`src/rtl/vector_output_serializer.sv`:
```
// Buffers CPU output vectors in a small FIFO and streams them out lane by lane (MS lane first).
// Optional byte handshake counter enabled by defining OUTPUT_BYTE_COUNT_EN.
module vector_output_serializer #(
    parameter int unsigned VECTOR_SIZE  = 6,
    parameter int unsigned OUTPUT_WIDTH = 8,
    parameter int unsigned FIFO_DEPTH   = 4,
    parameter int unsigned COUNT_WIDTH  = 32
) (
    input  logic                                clock,
    input  logic                                reset,
    input  logic [VECTOR_SIZE*OUTPUT_WIDTH-1:0] vector_in,
    input  logic                                vector_valid,
    output logic [OUTPUT_WIDTH-1:0]             byte_out,
    output logic                                byte_valid,
    input  logic                                byte_ready,
    output logic                                fifo_full,
    output logic                                overflow,
    output logic                                idle
`ifdef OUTPUT_BYTE_COUNT_EN
   ,output logic [COUNT_WIDTH-1:0]              byte_count
`endif
);

    localparam int unsigned VecW  = VECTOR_SIZE * OUTPUT_WIDTH;
    localparam int unsigned PtrW  = (FIFO_DEPTH > 1) ? $clog2(FIFO_DEPTH) : 1;
    localparam int unsigned CntW  = $clog2(FIFO_DEPTH) + 1;
    localparam int unsigned LaneW = (VECTOR_SIZE > 1) ? $clog2(VECTOR_SIZE) : 1;

    if (FIFO_DEPTH < 2 || (FIFO_DEPTH & (FIFO_DEPTH - 1)) != 0 || COUNT_WIDTH < 1)
    begin : g_bad_param
        $error("vector_output_serializer: FIFO_DEPTH must be a power of 2 >= 2");
    end

    typedef enum logic [0:0] {StIdle, StSend} state_e;

    state_e             state_q, state_d;
    logic [VecW-1:0]    mem_q [FIFO_DEPTH];
    logic [PtrW-1:0]    wr_ptr_q, rd_ptr_q;
    logic [CntW-1:0]    count_q, count_d;
    logic [VecW-1:0]    shift_q;
    logic [LaneW-1:0]   lane_q;
    logic               overflow_q;

    logic fifo_nonempty, is_full, push, pop, handshake, last_lane;

    assign fifo_nonempty = (count_q != '0);
    assign is_full       = (count_q == CntW'(FIFO_DEPTH));
    // Fullness is judged on the registered count, so a same-cycle pop never frees a slot.
    assign push          = vector_valid & ~is_full;
    assign handshake     = byte_valid & byte_ready;
    assign last_lane     = (lane_q == LaneW'(VECTOR_SIZE - 1));
    assign pop           = fifo_nonempty &
                           ((state_q == StIdle) | (handshake & last_lane));
    assign count_d       = count_q + CntW'(push) - CntW'(pop);

    // State register
    always_ff @(posedge clock) begin
        if (reset) begin
            state_q <= StIdle;
        end else begin
            state_q <= state_d;
        end
    end

    // Next-state logic
    always_comb begin
        state_d = state_q;
        unique case (state_q)
            StIdle: if (fifo_nonempty) state_d = StSend;
            StSend: if (handshake && last_lane && !fifo_nonempty) state_d = StIdle;
            default: state_d = StIdle;
        endcase
    end

    // Output logic
    always_comb begin
        byte_valid = (state_q == StSend);
        byte_out   = byte_valid ? shift_q[VecW-1 -: OUTPUT_WIDTH] : '0;
        fifo_full  = is_full;
        idle       = ~fifo_nonempty & (state_q == StIdle);
        overflow   = overflow_q;
    end

    always_ff @(posedge clock) begin
        if (push) begin
            mem_q[wr_ptr_q] <= vector_in;
        end
    end

    always_ff @(posedge clock) begin
        if (reset) begin
            wr_ptr_q   <= '0;
            rd_ptr_q   <= '0;
            count_q    <= '0;
            shift_q    <= '0;
            lane_q     <= '0;
            overflow_q <= 1'b0;
        end else begin
            count_q    <= count_d;
            overflow_q <= overflow_q | (vector_valid & is_full);
            if (push) begin
                wr_ptr_q <= wr_ptr_q + PtrW'(1);
            end
            if (pop) begin
                rd_ptr_q <= rd_ptr_q + PtrW'(1);
                shift_q  <= mem_q[rd_ptr_q];
                lane_q   <= '0;
            end else if (handshake) begin
                // Next lane moves into the top slot that drives byte_out.
                shift_q <= shift_q << OUTPUT_WIDTH;
                lane_q  <= lane_q + LaneW'(1);
            end
        end
    end

`ifdef OUTPUT_BYTE_COUNT_EN
    logic [COUNT_WIDTH-1:0] byte_count_q;

    always_ff @(posedge clock) begin
        if (reset) begin
            byte_count_q <= '0;
        end else if (handshake) begin
            byte_count_q <= byte_count_q + COUNT_WIDTH'(1);
        end
    end

    assign byte_count = byte_count_q;
`endif

endmodule

```
`config.mk`:
```
export PLATFORM = sky130hd
export DESIGN_NAME = vector_output_serializer
export DESIGN_NICKNAME = d
export VERILOG_FILES = /design/src/rtl/vector_output_serializer.sv
export SDC_FILE = /design/constraint.sdc
export NUM_CORES = 1
export LEC_CHECK = 0
export ABC_AREA = 1
export CAP_MARGIN = 20
export CORE_AREA = 3 3 148 150
export CTS_CLUSTER_DIAMETER = 80
export DETAILED_ROUTE_END_ITERATION = 16
export DIE_AREA = 0 0 151 153
export GPL_TIMING_DRIVEN = 0
export PLACE_DENSITY = 0.68
export RECOVER_POWER = 50
export SYNTH_ARGS = -nofsm -noshare
export SYNTH_HDL_FRONTEND = slang
export SYNTH_SLANG_ARGS = --single-unit
```
`constraint.sdc`:
```
create_clock -name clock -period 7.52 [get_ports clock]
set_input_delay 2.256 -clock clock [delete_from_list [all_inputs] [get_ports clock]]
set_output_delay 2.256 -clock clock [all_outputs]
set_load 0.05 [all_outputs]
```
==> flow_metrics.py <==
metrics = {
    "synth": {
        "synth_compound_area_share_pct": 3.64,
        "synth_top_family_by_area": "simple AND/OR/NAND/NOR gates",
        "synth_cell_type_count": 24,
        "synthFlopType": "sky130_fd_sc_hd__edfxtp_1",
        "fraction_of_synthesized_area_in_multiplexers_pct": 0,
        "async_flop_share_pct": 0,
        "syn_std_cell_area_mm2": 0.0103,
        "adder_and_majority_gate_portion_of_the_synthesized_area_pct": 1.16,
        "synth-edff-count": 192,
        "yosys_register_bits": 254,
        "postSynthAreaPerCell_um2": 10.3,
        "post_synth_inst_count": 1004,
        "post_synth_xor_area_fraction_pct": 0.255,
        "yosysSeqAreaShare_pct": 67.9,
        "yosys_warnings": 0,
        "synthSimpleGateAreaFrac_pct": 22.5,
        "postSynthNetCount": 1065,
    },
    "place": {
        "place_hpwl_um": 15000,
        "io_buffer_count": 62,
        "place.gp.congestion": 0.822,
    },
    "clocking": {
        "postCtsResizedCells": 0,
        "clk_transition_reported_paths_ps": 60,
        "clock_insertion_delay_at_the_later_pin_of_the_skew_report_ps": 530,
        "max-clock-path-buffers": 3,
        "postCtsSetupBuffers": 0,
        "holdBufCountCts": 0,
        "root_buffer": "sky130_fd_sc_hd__clkbuf_16",
        "cts.sink_count": 254,
        "total_cts_buffers": 26,
        "cts_tree": "done",
        "ctsHtreeMaxLevel": 1,
    },
    "setup_path": {
        "worst_ep_arrival_time_ps": 2000,
        "setup.worst_path.end_class": "output pin",
        "critical_path.max_fanout": 10,
        "ff2ff_path_depth": 14,
        "critical_path.reg2reg.startpoint": "lane_q[0]",
        "reg2reg_slack_ps": 5150,
        "timing.setup.critical_path_class": "reg2out",
        "reg_to_reg_end": "count_q[2]",
        "cp-start-kind": "flip-flop",
        "required_ps": 5260,
    },
    "floorplan": {
        "core_mm2": 0.0208,
        "die_w_um": 151,
        "io_pins": 64,
        "fp.dieArea_mm2": 0.0231,
        "fp.dieH_um": 153,
        "row_count": 53,
        "start_util_pct": 49.6,
    },
    "timing": {
        "tightest_slew_ps": 824,
        "final-setup-viol-count": 0,
        "finalWorstPathRequiredPeriod_ps": 4250,
        "timing_hold_violations_final": 0,
        "finalMaxSlewViolations": 0,
        "clock_skew_ps": 8.94,
        "slew_headroom_pct": 44.9,
        "rsz0062_at_grt": "no",
        "finalSetupTns_ps": 0,
        "period_share_pct": 56.6,
        "max_freq_mhz": 235,
    },
    "detailed_routing": {
        "drt_first_iter_violations": 588,
        "antenna_left": 0,
        "drt_pre_antenna_iters": 5,
        "postRouteWirelength_um": 23100,
        "post_drt_wl_per_cell_um": 16.6,
        "remaining_drc_errors": 0,
        "via_count": 7238,
        "vias_per_cell": 5.19,
    },
    "cells_and_area": {
        "fraction_of_final_layout_cells_with_drive_strength_greater_than_1_pct": 8.31,
        "area.growth.synth_to_final_pct": 19.3,
        "design.final.nets": 1160,
        "post-route-util_pct": 59.1,
        "antenna_cells_inserted": 0,
    },
    "status": {
        "result_of_the_run": "finished, final reports clean",
    },
    "grt": {
        "grt_pass1_wl_um": 37000,
        "globalRouteTotalUtil_pct": 20.3,
        "grt-ovfl-total": 0,
        "largest_net_degree_at_the_start_of_global_routing": 29,
        "antenna_violations_before_repair": 0,
        "first_global_vias": 7147,
    },
    "power": {
        "totalPowerFinal_mw": 4.70,
        "maximum_vdd_drop_mv": 0.217,
        "power.static_leakage_nw": 4.80,
        "powerDensity_mw_per_mm2": 382,
    },
    "worst_hold_path": {
        "hp-start": "overflow",
        "hold_path.class": "reg2reg",
        "min_delay_worst_endpoint": "overflow",
        "count_of_cells_along_the_worst_hold_path": 2,
    },
    "flow_run": {
        "drv.max_cap_violation_count": 0,
    },
}
==> through the flow <==
stage               instance area, µm²  setup WS, ps  hold slack (ps)  std cells
floorplan                        10300          2620              457       1004
global placement                 11300           307              440       1341
detailed placement               11400          2910              442       1346
CTS                              12300          3250              463       1394
global route                     12300          3160              502       1394
finish                           12300          3270              457       1394
==> critical path: stages, from the launching register on <==
cell,delay [ps]
sky130_fd_sc_hd__dfxtp_1,360
sky130_fd_sc_hd__buf_4,190
sky130_fd_sc_hd__nand2_1,70
sky130_fd_sc_hd__inv_1,60
sky130_fd_sc_hd__clkdlybuf4s50_1,800
==> cells in the mapped netlist (2+ instances only) <==
master                     count  area (µm²)
sky130_fd_sc_hd__a21oi_1      54         270
sky130_fd_sc_hd__buf_1         2        7.51
sky130_fd_sc_hd__buf_4        12        90.1
sky130_fd_sc_hd__xor2_1        2        17.5
sky130_fd_sc_hd__nor2_1       45         169
sky130_fd_sc_hd__o21ai_0      20         100
sky130_fd_sc_hd__clkbuf_1     15        56.3
sky130_fd_sc_hd__edfxtp_1    192        5770
sky130_fd_sc_hd__ha_1          8         100
sky130_fd_sc_hd__dfxtp_1      62        1240
sky130_fd_sc_hd__inv_1        27         101
sky130_fd_sc_hd__nand2_1     391        1470
sky130_fd_sc_hd__buf_6         6        67.6
sky130_fd_sc_hd__nand3_1     130         651
sky130_fd_sc_hd__inv_2         3        11.3
sky130_fd_sc_hd__buf_2        27         135
==> kinds of logic (layout without fill, tap and decap cells) <==
group | after synthesis | after routing
AND/OR/NAND/NOR | 570 | 570
flip-flops | 254 | 254
buffers and inverters | 93 | 208
AO/OA/AOI/OAI | 75 | 75
adder cells (fa/ha/maj) | 9 | 9
XOR/XNOR | 3 | 3
==> sequential cells by signal, summed over array words and instances (netlist names), named ones only <==
signal / cells
mem_q: 192
shift_q: 48
count_q: 3
lane_q: 3
rd_ptr_q: 2
wr_ptr_q: 2
byte_valid: 1
overflow: 1
==> final cells by class <==
cell class	count	area, µm²
Timing Repair Buffer	67	728
Fill cell	1787	8510
Multi-Input combinational cell	657	2870
Buffer	62	337
Sequential cell	254	7010
Clock buffer	34	732
Clock inverter	14	174
Tap cell	275	344
Inverter	31	119
==> layer usage <==
metal	wire [µm]	GRT usage [%]
met1	10100	28.2
met2	11100	32.9
met3	1340	3.02
met4	607	6.48
met5	0	0
==> worst max-delay path by stage <==
stage                            start     endpoint  depth (start not counted)
after global routing        byte_ready   count_q[2]                         14
after floorplan           vector_valid  mem_q[0][0]                          2
after global placement    vector_valid  mem_q[0][1]                          3
after CTS                   byte_valid  byte_out[3]                          4
final                       byte_valid  byte_out[3]                          4
after detailed placement    byte_ready   count_q[2]                         14
==> power by group <==
part	internal (mW)	switching, mW
clock network	0.821	0.523
registers	1.76	0.0991
logic	0.482	1.01
==> cell usage in the layout, fill, tap and decap left out, types with 6 or more instances in the layout <==
cell                              instances
sky130_fd_sc_hd__a21oi_1                 54
sky130_fd_sc_hd__buf_2                   23
sky130_fd_sc_hd__buf_4                    8
sky130_fd_sc_hd__buf_6                    6
sky130_fd_sc_hd__clkbuf_1                27
sky130_fd_sc_hd__clkbuf_16               27
sky130_fd_sc_hd__clkdlybuf4s50_1         12
sky130_fd_sc_hd__dfxtp_1                 62
sky130_fd_sc_hd__dlygate4sd3_1           50
sky130_fd_sc_hd__edfxtp_1               192
sky130_fd_sc_hd__ha_1                     8
sky130_fd_sc_hd__inv_1                   27
sky130_fd_sc_hd__nand2_1                391
sky130_fd_sc_hd__nand3_1                130
sky130_fd_sc_hd__nor2_1                  41
sky130_fd_sc_hd__o21ai_0                 21
No activity file was read; power rests on OpenSTA's default activity.
